--- config.mk ---
export PLATFORM = sky130hd
export DESIGN_NAME = pulse_pacer_flat
export DESIGN_NICKNAME = d
export VERILOG_FILES = /design/src/rtl/pulse_pacer_pkg.sv /design/src/rtl/pulse_pacer_if.sv /design/src/rtl/pulse_pacer_sat_updown_cnt.sv /design/src/rtl/pulse_pacer.sv /design/src/flat_wrapper.sv
export SDC_FILE = /design/constraint.sdc
export NUM_CORES = 1
export LEC_CHECK = 0
export ABC_CLOCK_PERIOD_IN_PS = 4100
export CAP_MARGIN = 20
export CORE_UTILIZATION = 30
export CTS_BUF_LIST = sky130_fd_sc_hd__clkbuf_4
export CTS_CLUSTER_SIZE = 14
export DETAILED_ROUTE_END_ITERATION = 8
export GPL_ROUTABILITY_DRIVEN = 0
export PLACE_DENSITY = 0.47
export SLEW_MARGIN = 20
export SYNTH_ARGS = -nofsm -noshare
export SYNTH_HDL_FRONTEND = slang
export SYNTH_HIERARCHICAL = 1
export SYNTH_SLANG_ARGS = --single-unit
export TNS_END_PERCENT = 10
--- constraint.sdc ---
create_clock -name clk -period 4.1 [get_ports clk]
set_input_delay 0.82 -clock clk [delete_from_list [all_inputs] [get_ports clk]]
set_output_delay 0.82 -clock clk [all_outputs]
set_load 0.05 [all_outputs]
--- src/rtl/pulse_pacer_pkg.sv ---
// Shared types and helpers for the pulse pacer: state encoding and a
// width helper used to size the gap timer.
package pulse_pacer_pkg;

  typedef enum logic {
    READY = 1'b0,
    WAIT  = 1'b1
  } pace_state_e;

  // Bits needed to hold values 0..v-1, never less than one bit.
  function automatic int unsigned clog2_min1(input int unsigned v);
    int unsigned r;
    r = 0;
    for (int unsigned i = 0; i < 32; i++) begin
      if ((33'(1) << i) < 33'(v)) r = i + 1;
    end
    return (r == 0) ? 1 : r;
  endfunction

endpackage

--- src/rtl/pulse_pacer_if.sv ---
// Request/pulse bundle between the pacer and its source-side user.
interface pulse_pacer_if #(
  parameter int unsigned CW = 8
);
  logic          din;
  logic          ovf_clr;
  logic          dout;
  logic [CW-1:0] pending;
  logic          busy;
  logic          overflow;

  modport master (output din, ovf_clr, input dout, pending, busy, overflow);
  modport slave  (input din, ovf_clr, output dout, pending, busy, overflow);
endinterface

--- src/rtl/pulse_pacer_sat_updown_cnt.sv ---
// Saturating up/down counter; flags an increment that was dropped because
// the count was already at its maximum.
module pulse_pacer_sat_updown_cnt #(
  parameter int unsigned CW = 8
) (
  input  logic          clk,
  input  logic          reset,
  input  logic          inc,
  input  logic          dec,
  output logic [CW-1:0] cnt,
  output logic          full_drop_c
);

  localparam logic [CW-1:0] CNT_MAX = '1;

  logic [CW-1:0] cnt_q;
  logic [CW-1:0] cnt_d;

  // Simultaneous inc and dec cancel; decrement never goes below zero.
  always_comb begin
    cnt_d       = cnt_q;
    full_drop_c = 1'b0;
    if (inc && !dec) begin
      if (cnt_q == CNT_MAX) full_drop_c = 1'b1;
      else                  cnt_d       = cnt_q + CW'(1);
    end else if (dec && !inc && (cnt_q != '0)) begin
      cnt_d = cnt_q - CW'(1);
    end
  end

  always_ff @(posedge clk) begin
    if (reset) cnt_q <= '0;
    else       cnt_q <= cnt_d;
  end

  assign cnt = cnt_q;

endmodule

--- src/rtl/pulse_pacer.sv ---
// Meters request pulses into one-cycle output pulses spaced at least GAP+1
// cycles apart, buffering the backlog in a saturating counter.
module pulse_pacer
  import pulse_pacer_pkg::*;
#(
  parameter int unsigned CW  = 8,
  parameter int unsigned GAP = 3
) (
  input  logic         clk,
  input  logic         reset,
  pulse_pacer_if.slave io
);

  localparam int unsigned   TW     = clog2_min1(GAP + 1);
  localparam logic [TW-1:0] GAP_LD = TW'(GAP);

  pace_state_e   state_c;
  logic          issue_c;
  logic          drop_c;
  logic [CW-1:0] pending_c;
  logic [TW-1:0] timer_q, timer_d;
  logic          dout_q, dout_d;
  logic          overflow_q, overflow_d;

  pulse_pacer_sat_updown_cnt #(.CW(CW)) u_cnt (
    .clk         (clk),
    .reset       (reset),
    .inc         (io.din),
    .dec         (issue_c),
    .cnt         (pending_c),
    .full_drop_c (drop_c)
  );

  // With GAP=0 the timer only ever loads zero, so the pacer stays READY.
  assign state_c = (timer_q == '0) ? READY : WAIT;

  always_comb begin
    issue_c    = 1'b0;
    timer_d    = timer_q;
    dout_d     = 1'b0;
    overflow_d = overflow_q;
    unique case (state_c)
      READY: begin
        issue_c = (pending_c != '0) || io.din;
        if (issue_c) timer_d = GAP_LD;
      end
      WAIT: timer_d = timer_q - TW'(1);
    endcase
    dout_d = issue_c;
    // A fresh drop outranks a simultaneous clear.
    if (drop_c)          overflow_d = 1'b1;
    else if (io.ovf_clr) overflow_d = 1'b0;
  end

  always_ff @(posedge clk) begin
    if (reset) begin
      timer_q    <= '0;
      dout_q     <= 1'b0;
      overflow_q <= 1'b0;
    end else begin
      timer_q    <= timer_d;
      dout_q     <= dout_d;
      overflow_q <= overflow_d;
    end
  end

  assign io.dout     = dout_q;
  assign io.pending  = pending_c;
  assign io.overflow = overflow_q;
  assign io.busy     = (pending_c != '0) || (timer_q != '0);

endmodule

--- src/flat_wrapper.sv ---
// flat-port wrapper written by rule: the top's interface ports become plain ports
module pulse_pacer_flat import pulse_pacer_pkg::*;
#(
  parameter int unsigned CW  = 8,
  parameter int unsigned GAP = 3
)
  (clk, reset, io_din, io_ovf_clr, io_dout, io_pending, io_busy, io_overflow);
  pulse_pacer_if #(.CW(CW)) io_i ();
  input  logic clk;
  input  logic reset;
  input wire logic [$bits(io_i.din)-1:0] io_din;
  input wire logic [$bits(io_i.ovf_clr)-1:0] io_ovf_clr;
  output wire logic [$bits(io_i.dout)-1:0] io_dout;
  output wire logic [$bits(io_i.pending)-1:0] io_pending;
  output wire logic [$bits(io_i.busy)-1:0] io_busy;
  output wire logic [$bits(io_i.overflow)-1:0] io_overflow;
  assign io_i.din = io_din;
  assign io_i.ovf_clr = io_ovf_clr;
  assign io_dout = io_i.dout;
  assign io_pending = io_i.pending;
  assign io_busy = io_i.busy;
  assign io_overflow = io_i.overflow;
  pulse_pacer #(.CW(CW), .GAP(GAP)) u_core (.clk(clk), .reset(reset), .io(io_i));
endmodule
# == Word level (Yosys, flattened, before mapping) ==
# Cells that the tools add are included.
# totals
output_inout_bits,11
input_bits,4
reg_bits,12
# classes
n_reduce_logical,13
addsub,3
n_mux,11
n_eq_ne,3
# ops
operator,count
$mux 8,3
$add 8x1->8 const B,1
$eq 8x8->1 const B,1
$reduce_bool 8->1,1
$sub 8x1->8 const B,1
$mux 1,6
$reduce_bool 2->1,3
$ne 2x2->1 const B,2
$pmux 2 s2,1
$logic_and 1x1->1,3
$logic_not 1->1,2
$logic_not 2->1,1
$logic_or 1x1->1,2
$mux 2,1
$reduce_and 2->1,1
$sub 2x1->2 const B,1

# == Depth between registers and ports, before layout ==
# Gate-level depths: netlist of run 1.
# logic_depth
depth_word,7
depth_mapped,10
mapped_depth_nobuf,10

# == Hierarchy ==
# The synthesis of run 1 kept the hierarchy.
# by_module_without_submodules
module,seq_area_each_um2,cells_each,instances,area_each_um2
pulse_pacer_sat_updown_cnt,160.2,86,1,725.7
pulse_pacer,80.1,23,1,202.7

# == Least setup slack after synthesis of run 1 ==
# Ideal clock, no wire load.
# synth_timing
path_type,register to register
start,register u_core.u_cnt.cnt_q[0] (netlist: u_core/u_cnt/cnt[0])
end,register u_core.u_cnt.cnt_q[6] (netlist: u_core/u_cnt/cnt[6])
path_stages_with_launch,10
setup_slack_ns,1.005
setup_time_ns,0.066
n_path_buf,0
required_ns,4.034
synth_period_minus_slack_ns,3.095
t_arrival_ns,3.029
path_cell_list,dfxtp_1 > or4_1 > nor3_1 > nor2_1 > nand2b_1 > ha_1 > a211oi_1 > or4_1 > a32o_1 > a21oi_2
# synth_between
elab_chain_cells,7
# synth_rtl
element,line,rtl
from (decl),pulse_pacer_sat_updown_cnt.sv:16,logic [CW-1:0] cnt_q;
from (signal assigned),pulse_pacer_sat_updown_cnt.sv:33,else cnt_q <= cnt_d;
$reduce_bool 8->1 *,pulse_pacer.sv:44,issue_c = (pending_c != '0) || io.din;
$logic_or 1x1->1 *,pulse_pacer.sv:44,
$mux 1 *,pulse_pacer.sv:42,unique case (state_c)
net u_core.dout_d,pulse_pacer.sv:22,"logic dout_q, dout_d;"
$logic_not 1->1 / $logic_and 1x1->1 (equally long branches),"pulse_pacer_sat_updown_cnt.sv:23, pulse_pacer_sat_updown_cnt.sv:26",
$logic_and 1x1->1 (on tied branches),"pulse_pacer_sat_updown_cnt.sv:23, pulse_pacer_sat_updown_cnt.sv:26",
$ne 2x2->1 (no line) / $reduce_bool 2->1 (equally long branches),n/a,
$reduce_and 2->1 (no line),n/a,
# Mark *: on every way through the listed nets, which the timed path passes. The rest lies on a longest branch. The select of a mux whose other input is x is not followed.
# A chain may end at the register's enable or synchronous reset.

# == Final worst setup path of run 1 ==
# layout_timing
start,input io_din
end,register u_core.u_cnt.cnt_q[6] (netlist: u_core/u_cnt/cnt[6])
# layout_between
elab_chain_cells,6
# layout_rtl
element,line,rtl
from (decl),flat_wrapper.sv:11,input wire logic [$bits(io_i.din)-1:0] io_din;
$logic_or 1x1->1 *,pulse_pacer.sv:44,
$mux 1 *,pulse_pacer.sv:42,
net u_core.dout_d,pulse_pacer.sv:22,
$logic_not 1->1 / $logic_and 1x1->1 (equally long branches),"pulse_pacer_sat_updown_cnt.sv:23, pulse_pacer_sat_updown_cnt.sv:26",
$logic_and 1x1->1 (on tied branches),"pulse_pacer_sat_updown_cnt.sv:23, pulse_pacer_sat_updown_cnt.sv:26",
$ne 2x2->1 (no line) / $reduce_bool 2->1 (equally long branches),n/a,
$reduce_and 2->1 (no line),n/a,
# Mark *: on every way through the listed nets, which the timed path passes. The rest lies on a longest branch.

==> results of run 1 <==
-- critical path: stages --
cell             delay (ns)
clkdlybuf4s50_1        0.46
nor3_1                 0.28
nor2_1                 0.08
nand2b_1               0.35
ha_1                   0.51
inv_1                  0.11
or4_1                  0.50
a32o_1                 0.27
a21oi_2                0.12
-- cells in the mapped netlist, drive strengths merged (2+ instances only) --
| master | instances | area [sq um] |
|---|---|---|
| a211o | 3 | 27.5 |
| or4 | 4 | 37.5 |
| nor3b | 3 | 22.5 |
| nor2b | 2 | 12.5 |
| a21o | 3 | 23.8 |
| nor3 | 8 | 40.0 |
| nor4 | 2 | 12.5 |
| a211oi | 3 | 22.5 |
| o221ai | 2 | 17.5 |
| inv | 7 | 26.3 |
| nand4 | 3 | 18.8 |
| nand3 | 7 | 35.0 |
| nor2 | 5 | 18.8 |
| o21a | 2 | 15.0 |
| dfxtp | 12 | 240 |
| nand2b | 2 | 12.5 |
| ha | 7 | 87.6 |
| o21ai | 5 | 25.0 |
| or3 | 2 | 13.8 |
| a21oi | 10 | 53.8 |
-- routing by layer --
metal | up-vias | wire (um)
li1 | 469 | -
met1 | 444 | 1160
met2 | 28 | 1130
met3 | 4 | 112
met4 | 0 | 37
met5 | - | 0
-- registers in the layout, indices dropped and copies added, names as in the netlist --
name / count
u_core/io.dout: 1
u_core/u_cnt/cnt: 8
u_core/io.overflow: 1
u_core/timer_q: 2
-- worst max-delay path by stage --
stage	to	cells after the start	start
floorplan	u_core/u_cnt/cnt[6]	9	u_core/u_cnt/cnt[0]
global placement	u_core/u_cnt/cnt[6]	9	io_din
detailed placement	u_core/u_cnt/cnt[6]	9	io_din
CTS	io_busy	4	u_core/u_cnt/cnt[0]
global route	u_core/u_cnt/cnt[6]	10	u_core/u_cnt/cnt[0]
finish	u_core/u_cnt/cnt[6]	9	io_din
-- per-stage QoR --
step / hold slack (ns) / total power, mW
3_3_place_gp: 0.471 / 0.933
3_5_place_dp: 0.483 / 0.932
4_1_cts: 0.502 / 1.02
5_1_grt: 0.530 / 1.09
6_report: 0.492 / 1.02
2_1_floorplan: 0.462 / 0.747
-- logic make-up after synthesis --
logic type | after synthesis | synth area share
AND/OR/NAND/NOR | 41 | 0.265
flip-flops | 12 | 0.259
AO/OA/AOI/OAI | 38 | 0.298
buffers and inverters | 8 | 0.0364
XOR/XNOR | 1 | 0.00944
adder cells (fa/ha/maj) | 8 | 0.116
multiplexers | 1 | 0.0162
-- power by group through the flow --
stage               clock network, mW  registers (mW)  logic (mW)
floorplan                           0           0.304       0.443
global placement                    0           0.202       0.731
detailed placement                  0           0.203       0.728
CTS                            0.0837           0.201       0.733
global route                   0.0891           0.206       0.798
finish                         0.0788           0.199       0.739
-- area by class of cell --
type,count,area [sq um],area share
clock buffer,3,22.5,0.0199
clock inverter,1,3.75,0.00331
multi-input combinational,89,654,0.577
tap,31,38.8,0.0342
timing repair buffer,15,148,0.130
sequential,12,240,0.212
inverter,7,26.3,0.0232
==> metrics.txt, run 1 <==
run status finished with violations; violations in the final reports design-rule violations; Post-CTS Resized 0; Critical Path End Type flop; pre-CTS WS 0.597 ns; Mapped Avg Cell Area 8.52 sq um; CP Class input pin to flop; Clk pin slew, worst setup/hold paths 0.07 ns; grt peak-use layer met2; initial core utilization 0.325; period utilisation layout 0.804; met3 Use GR 0.00893; RR Startpoint u_core/u_cnt/cnt[0]; Yosys reg bits 12; wirelength, routed 2440 um; antenna violations before repair 0; Layout fillers 314; core box area 0.00285 sq mm; vias in the first global route 869; Finished Cell Area 0.00113 sq mm; TritonCTS clock tree done; DRC viols 3; row cnt 19; port buffer count 14; Net Sw Power 0.530 mW; PwrDens 897 mW/mm^2; global routing usage on met1 0.208; Crit Path Max Fanout 10; DR vias 945; final worst slack 0.802 ns; Ports 15; CP startpoint kind input pin; Inst Count DP 154; R2R Setup Slk 0.82 ns; Routed Antenna Nets 0; Seq/Total Area, Yosys 0.259; Worst Clk Skew 0.0102 ns; share of cells above drive strength 1 0.102; Cell variety after synth 43; post-DP HPWL 1790 um; 1st-pass router iterations 6; Peak VDD IR 0.316 mV; gr usage total 0.155; Top FF cell, synth dfxtp_1; Hold Vio Cnt, Final 0; Async S/R FF share, synth 0; Final Critical Period 3.30 ns; worst endpoint data arrival time 3.50 ns; Post-synth EDFFs 0; Clock Tree Root clkbuf_4; Die Ht 57.6 um; final setup vio count 0; reg2reg end u_core/u_cnt/cnt[6]; Die ar. 0.00332 sq mm; clock buffer count from CTS 3; wire per inst 15.5 um; Die Wd 57.6 um; Flop pwr share 0.196; most frequent cells in the layout clkdlybuf4s50_1 (14), dfxtp_1 (12), a21oi_1 (9); # Max-Cap Violations 0; hold buffers post-CTS 0; non-filler cells, final 158; Req. time, crit path 4.30 ns; Placement Cell Area 0.00111 sq mm; Int Power 0.487 mW; layout overhead on the synthesized area 22.1%; first-pass GRT wire length 3890 um; Hold Crit Start u_core/io.overflow; hold path endpoint u_core/io.overflow; Layout Utilization 0.397; reg2reg path depth 10; drt via density 5.98; HP Class flop to flop; max_slew headroom 0.620; post-CTS repair timing setup buffer count 0; met2 Use GR 0.239; Switching Share 0.521; Comb pwr share 0.727; clock tree buffer depth 2; Peak Freq 0.303 GHz; hold path depth 2; Layout Nets 140; Post-Syn Nets 121; ANT cells 0; Worst-Skew Late Latency 0.28 ns; commonest non-fill, non-tap cell in the layout clkdlybuf4s50_1; largest net degree at the start of global routing 15; H-tree depth 1; Max Slew Vio Count 0; Lkg Pwr 0.433 nW; Mapped Area 928 sq um; Tightest Pin Transition 0.569 ns; unrepaired setup endpoints after global routing no; clk sinks 12; Mapped Cells 109; Congestion Overflow GR 0; total negative setup slack 0 ns; DR iter-0 viols 39; clock share of power 0.077; Yosys warnings 6
Note: power is estimated with default switching activity, not from simulation.
==> inputs of run 2 (changes only) <==
- ABC_CLOCK_PERIOD_IN_PS: 4100 -> 3400
- clock period: 4.1 -> 3.4 ns (I/O delays scaled with it)
==> run 2 against run 1 <==
The run still ends with design-rule violations left. Critical path depth is the same. Final cell count grew 3.2%. First-iteration DRC count grew 26%. Clock power grew 7.4%. Worst setup slack lost 0.45 ns. Critical path type is now flop to flop. Critical endpoint is now u_core/u_cnt/cnt[5].
==> metrics.txt, run 2 (synthesis results as in run 1) <==
violations in the final reports design-rule violations; drt via density 5.79 (-3.3%); port buffer count 14 (unchanged); Tightest Pin Transition 0.539 ns (-0.0308 ns); max_slew headroom 0.640 (+0.0194); ANT cells 0 (unchanged); worst endpoint data arrival time 3.23 ns (-0.27 ns); clk sinks 12 (unchanged); Clk pin slew, worst setup/hold paths 0.07 ns (about the same); clock tree buffer depth 2 (unchanged); Peak Freq 0.328 GHz; Peak VDD IR 0.364 mV (+15%); Routed Antenna Nets 0 (unchanged); Worst Clk Skew 0.00793 ns (-0.00225 ns); Layout Nets 146 (+4.3%); Die Ht 57.6 um (unchanged); post-DP HPWL 1800 um (+0.66%); Ports 15 (unchanged); H-tree depth 1 (unchanged); Die ar. 0.00332 sq mm (unchanged); # Max-Cap Violations 0 (unchanged); HP Class flop to flop; vias in the first global route 954 (+9.8%); CP delay by family, top simple AND/OR/NAND/NOR gates; commonest non-fill, non-tap cell in the layout clkdlybuf4s50_1; Crit Path Max Fanout 10 (unchanged); 1st-pass router iterations 6 (unchanged); Req. time, crit path 3.58 ns (-0.72 ns); final worst slack 0.348 ns (-0.454 ns); Lkg Pwr 0.462 nW (+6.7%); DR iter-0 viols 49 (+26%); Worst-Skew Late Latency 0.27 ns (about the same); final setup vio count 0 (unchanged); total negative setup slack 0 ns (unchanged); Layout fillers 296 (-5.7%); first-pass GRT wire length 4290 um (+10%); share of cells above drive strength 1 0.152 (+0.0492); Buf/Inv on CP 0 (-2); wirelength, routed 2390 um (-2.2%); Die Wd 57.6 um (unchanged); TritonCTS clock tree done; most frequent cells in the layout clkdlybuf4s50_1 (14), dfxtp_1 (12), a21oi_1 (9); number of flip-flops in the largest register 8 (unchanged); Layout Utilization 0.413 (+0.0154); slowest CP cell or4_4; Overall Power 1.25 mW (+23%); run status finished with violations; largest net degree at the start of global routing 15 (unchanged); Final Critical Period 3.05 ns; CP startpoint kind flop; DRC viols 3 (unchanged); antenna violations before repair 0 (unchanged); wire per inst 14.7 um (-5.2%); Congestion Overflow GR 0 (unchanged); DR vias 943 (-0.21%); row cnt 19 (unchanged); period utilisation layout 0.898; Hold Vio Cnt, Final 0 (unchanged); Critical Path End Type flop; gr usage total 0.165 (+0.0104); Worst path max stage delay 0.55 ns (+0.04 ns); layout overhead on the synthesized area 26.8%; clock buffer count from CTS 3 (unchanged); post-CTS repair timing setup buffer count 0 (unchanged); initial core utilization 0.325 (unchanged); unrepaired setup endpoints after global routing no; Max Slew Vio Count 0 (unchanged); hold buffers post-CTS 0 (unchanged); CP Class flop to flop; crit-path cells or4_4 -> nor3_1 -> nor2_1 -> nand2b_2 -> ha_1 -> a211o_1 -> a2111oi_0 -> o32ai_1 -> a21oi_1; PwrDens 1060 mW/mm^2 (+18%); core box area 0.00285 sq mm (unchanged); pre-CTS WS 0.0787 ns (-0.519 ns); Clock Tree Root clkbuf_4
==> run 2: changes by cell type in the layout (fill, tap and decap cells not counted) <==
cell      change
buf_4         +6
clkinv_1      -1
nand2b_1      -1
nand2b_2      +1
==> run 2: path summary, 6_finish.rpt <==
path / from / endpoint / slack [ns] / depth (start not counted)
max reg2reg: u_core/u_cnt/cnt[4] / u_core/u_cnt/cnt[5] / 0.35 / 9
min reg2reg: u_core/timer_q[0] / u_core/timer_q[0] / 0.50 / 1
min: u_core/timer_q[0] / u_core/timer_q[0] / 0.50 / 1
max: u_core/u_cnt/cnt[4] / u_core/u_cnt/cnt[5] / 0.35 / 9
==> run 2: where the power goes <==
part           total (mW)  internal (mW)  switching, mW
Combinational       0.941          0.386          0.554
Sequential          0.223          0.188         0.0345
Clock              0.0846         0.0409         0.0437
==> run 2: repair_timing <==
item / 4_1_cts / 5_1_grt
gates resized for setup: 0 / 1
endpoints found under the setup margin: 0 / 1
endpoints found under the hold margin: 0 / 0
==> run 2: final cells by class <==
type                       instances  area [sq um]  area share
multi-input combinational         89           657       0.558
sequential                        12           240       0.204
tap                               31          38.8      0.0329
timing repair buffer              21           193       0.164
clock buffer                       3          22.5      0.0191
inverter                           7          26.3      0.0223
==> run 2: layer usage <==
layer,up-vias,part of all wire,track usage
met5,-,0,0
met4,0,0.018,0.0976
met3,4,0.036,0.0179
met2,23,0.45,0.262
met1,432,0.50,0.216
li1,484,-,-
==> run 2: metrics by stage <==
step / std cells / hold slack [ns] / instance area, sq um
2_1_floorplan: 109 / 0.462 / 928
4_1_cts: 163 / 0.501 / 1170
5_1_grt: 163 / 0.527 / 1180
3_3_place_gp: 160 / 0.474 / 1150
3_5_place_dp: 160 / 0.485 / 1150
6_report: 163 / 0.500 / 1180
==> inputs of run 3 (changes only) <==
- ABC_AREA: not set -> 1
- HOLD_SLACK_MARGIN: not set -> 0.08
==> run 3 against run 2 <==
The run now ends clean. Core utilization fell by 1.7 points. Count of clock-buffer cells in the layout unchanged. Combinational power decreased by 12%.
==> metrics.txt, run 3 <==
Final Critical Period 2.65 ns (-0.404 ns); Die ar. 0.00327 sq mm (-1.4%); non-filler cells, final 197 (+21%); Clock Tree Root clkbuf_4; max_slew headroom 0.671 (+0.0316); TritonCTS clock tree done; Req. time, crit path 3.61 ns (+0.03 ns); post-DP HPWL 1620 um (-10%); wirelength, routed 2070 um (-13%); crit-path cells clkdlybuf4s50_1 -> inv_1 -> nand2_1 -> nand2_1 -> inv_1 -> inv_1 -> nand2_1 -> ha_1 -> or2_2 -> nand3_1 -> nand2_1 -> nand2_1 -> nand2_1 -> a21oi_1; total negative setup slack 0 ns (unchanged); drt via density 4.52 (-22%); gr usage total 0.142 (-0.0233); Seq/Total Area, Yosys 0.263 (+0.00389); initial core utilization 0.323 (-0.00213); Mapped Area 915 sq um (-1.5%); # Max-Cap Violations 0 (unchanged); period utilisation layout 0.779 (-0.119); unrepaired setup endpoints after global routing no; Layout Nets 179 (+23%); hold buffers post-CTS 0 (unchanged); vias in the first global route 808 (-15%); commonest non-fill, non-tap cell in the layout nand2_1; run status finished clean; H-tree depth 1 (unchanged); share of cells above drive strength 1 0.0602 (-0.0913); Cell variety after synth 20 (-53%); Critical Path End Type flop; Post-synth EDFFs 0 (unchanged); Mapped Cells 148 (+36%); first-pass GRT wire length 3440 um (-20%); clk sinks 12 (unchanged); slowest CP cell clkdlybuf4s50_1; synth cell count leaders nand2_1 (42), nor2_1 (35), inv_1 (21); most frequent cells in the layout nand2_1 (42), nor2_1 (35), inv_1 (21); Worst path max stage delay 0.44 ns (-0.11 ns); 1st-pass router iterations 4 (-2); port buffer count 14 (unchanged); final setup vio count 0 (unchanged); Die Wd 57.2 um (-0.72%); Inst Count DP 193 (+21%); DR vias 890 (-5.6%); post-CTS repair timing setup buffer count 0 (unchanged); wire per inst 10.5 um (-28%); worst endpoint data arrival time 2.86 ns (-0.37 ns); CP startpoint kind input pin; DR iter-0 viols 21 (-57%); count leader, synth nand2_1; Peak Freq 0.378 GHz (+15%); Area contributors post-synth dfxtp_1 (26%), nand2_1 (17%), nor2_1 (14%); Peak VDD IR 0.315 mV (-13%); HP Class flop to flop; Crit Path Max Fanout 10 (unchanged); Die Ht 57.2 um (-0.72%); Worst Clk Skew 0.00534 ns (-0.00260 ns); Synth area leader dfxtp_1; clock tree buffer depth 2 (unchanged); CP Class input pin to flop; Worst-Skew Late Latency 0.28 ns (about the same); layout overhead on the synthesized area 22.4%; Tightest Pin Transition 0.491 ns (-0.0472 ns); Async S/R FF share, synth 0 (unchanged); Post-CTS Resized 0 (unchanged); clock buffer count from CTS 3 (unchanged); Lkg Pwr 0.563 nW (+22%); Clk pin slew, worst setup/hold paths 0.09 ns (+0.02 ns); ANT cells 0 (unchanged); Critical Path Most Common Cell nand2_1; Yosys warnings 6 (unchanged); Yosys reg bits 12 (unchanged); row cnt 19 (unchanged); Top FF cell, synth dfxtp_1; Mapped Avg Cell Area 6.18 sq um (-27%); Congestion Overflow GR 0 (unchanged); Hold Vio Cnt, Final 0 (unchanged); core box area 0.00283 sq mm (-0.83%); antenna violations before repair 0 (unchanged); PwrDens 1060 mW/mm^2 (+0.45%); number of flip-flops in the largest register 8 (unchanged); Synth top area share 0.263 (+0.00389); Max Slew Vio Count 0 (unchanged); largest net degree at the start of global routing 11 (-4); Routed Antenna Nets 0 (unchanged); Ports 15 (unchanged); Layout fillers 310 (+4.7%); Post-Syn Nets 160 (+32%); DRC viols 0 (-3)
## run 3: logic make-up (layout without fill, tap and decap cells)
| kind of cell | after synthesis | count (layout) | share of synthesized area |
|---|---|---|---|
| and+or+nand+nor | 91 | 91 | 0.421 |
| buffers and inverters | 22 | 40 | 0.0917 |
| AOI/OAI and AO/OA | 12 | 12 | 0.0780 |
| DFF | 12 | 12 | 0.263 |
| adders and majority gates | 8 | 8 | 0.118 |
| xor gates and xnor gates | 3 | 3 | 0.0287 |
## run 3: final timing paths
| path | endpoint | depth (start not counted) | slack, ns | start |
|---|---|---|---|---|
| max | u_core/u_cnt/cnt[7] | 14 | 0.75 | io_din |
| min | u_core/timer_q[0] | 2 | 0.48 | u_core/timer_q[0] |
| max reg2reg | u_core/u_cnt/cnt[7] | 15 | 0.94 | u_core/u_cnt/cnt[1] |
| min reg2reg | u_core/timer_q[0] | 2 | 0.48 | u_core/timer_q[0] |
## run 3: per-stage QoR
step	util	total power [mW]	setup WS, ns	hold WS [ns]	instance area, sq um
after global placement	0.387	1.10	0.535	0.462	1090
final	0.396	1.19	0.752	0.482	1120
after detailed placement	0.387	1.10	0.479	0.462	1090
after CTS	0.396	1.21	0.755	0.490	1120
after floorplan	-	0.901	0.995	0.441	915
after global routing	0.396	1.32	0.545	0.524	1120
## run 3: cell type report
| class | instances | area, sq um | area share |
|---|---|---|---|
| multi-input combinational | 114 | 591 | 0.527 |
| sequential | 12 | 240 | 0.215 |
| timing repair buffer | 14 | 140 | 0.125 |
| inverter | 22 | 83.8 | 0.0749 |
| tap | 31 | 38.8 | 0.0346 |
| clock buffer | 3 | 22.5 | 0.0201 |
| clock inverter | 1 | 3.75 | 0.00335 |
## run 3: worst max-delay path, delay by kind of cell
family | cells | cell delay (ns)
and+or+nand+nor | 8 | 1.00
buffers and inverters | 4 | 0.65
adders and majority gates | 1 | 0.41
AOI/OAI and AO/OA | 1 | 0.11
## run 3: report_power, final
group,total [mW],switching [mW],internal (mW)
Sequential,0.263,0.0725,0.191
Combinational,0.832,0.527,0.305
Clock,0.0974,0.0548,0.0426
## run 3: layer usage
layer,GRT usage,vias to the layer above,share of wire
li1,-,490,-
met1,0.180,384,0.51
met2,0.234,11,0.44
met3,0.0136,5,0.018
met4,0.0836,0,0.025
met5,0,-,0
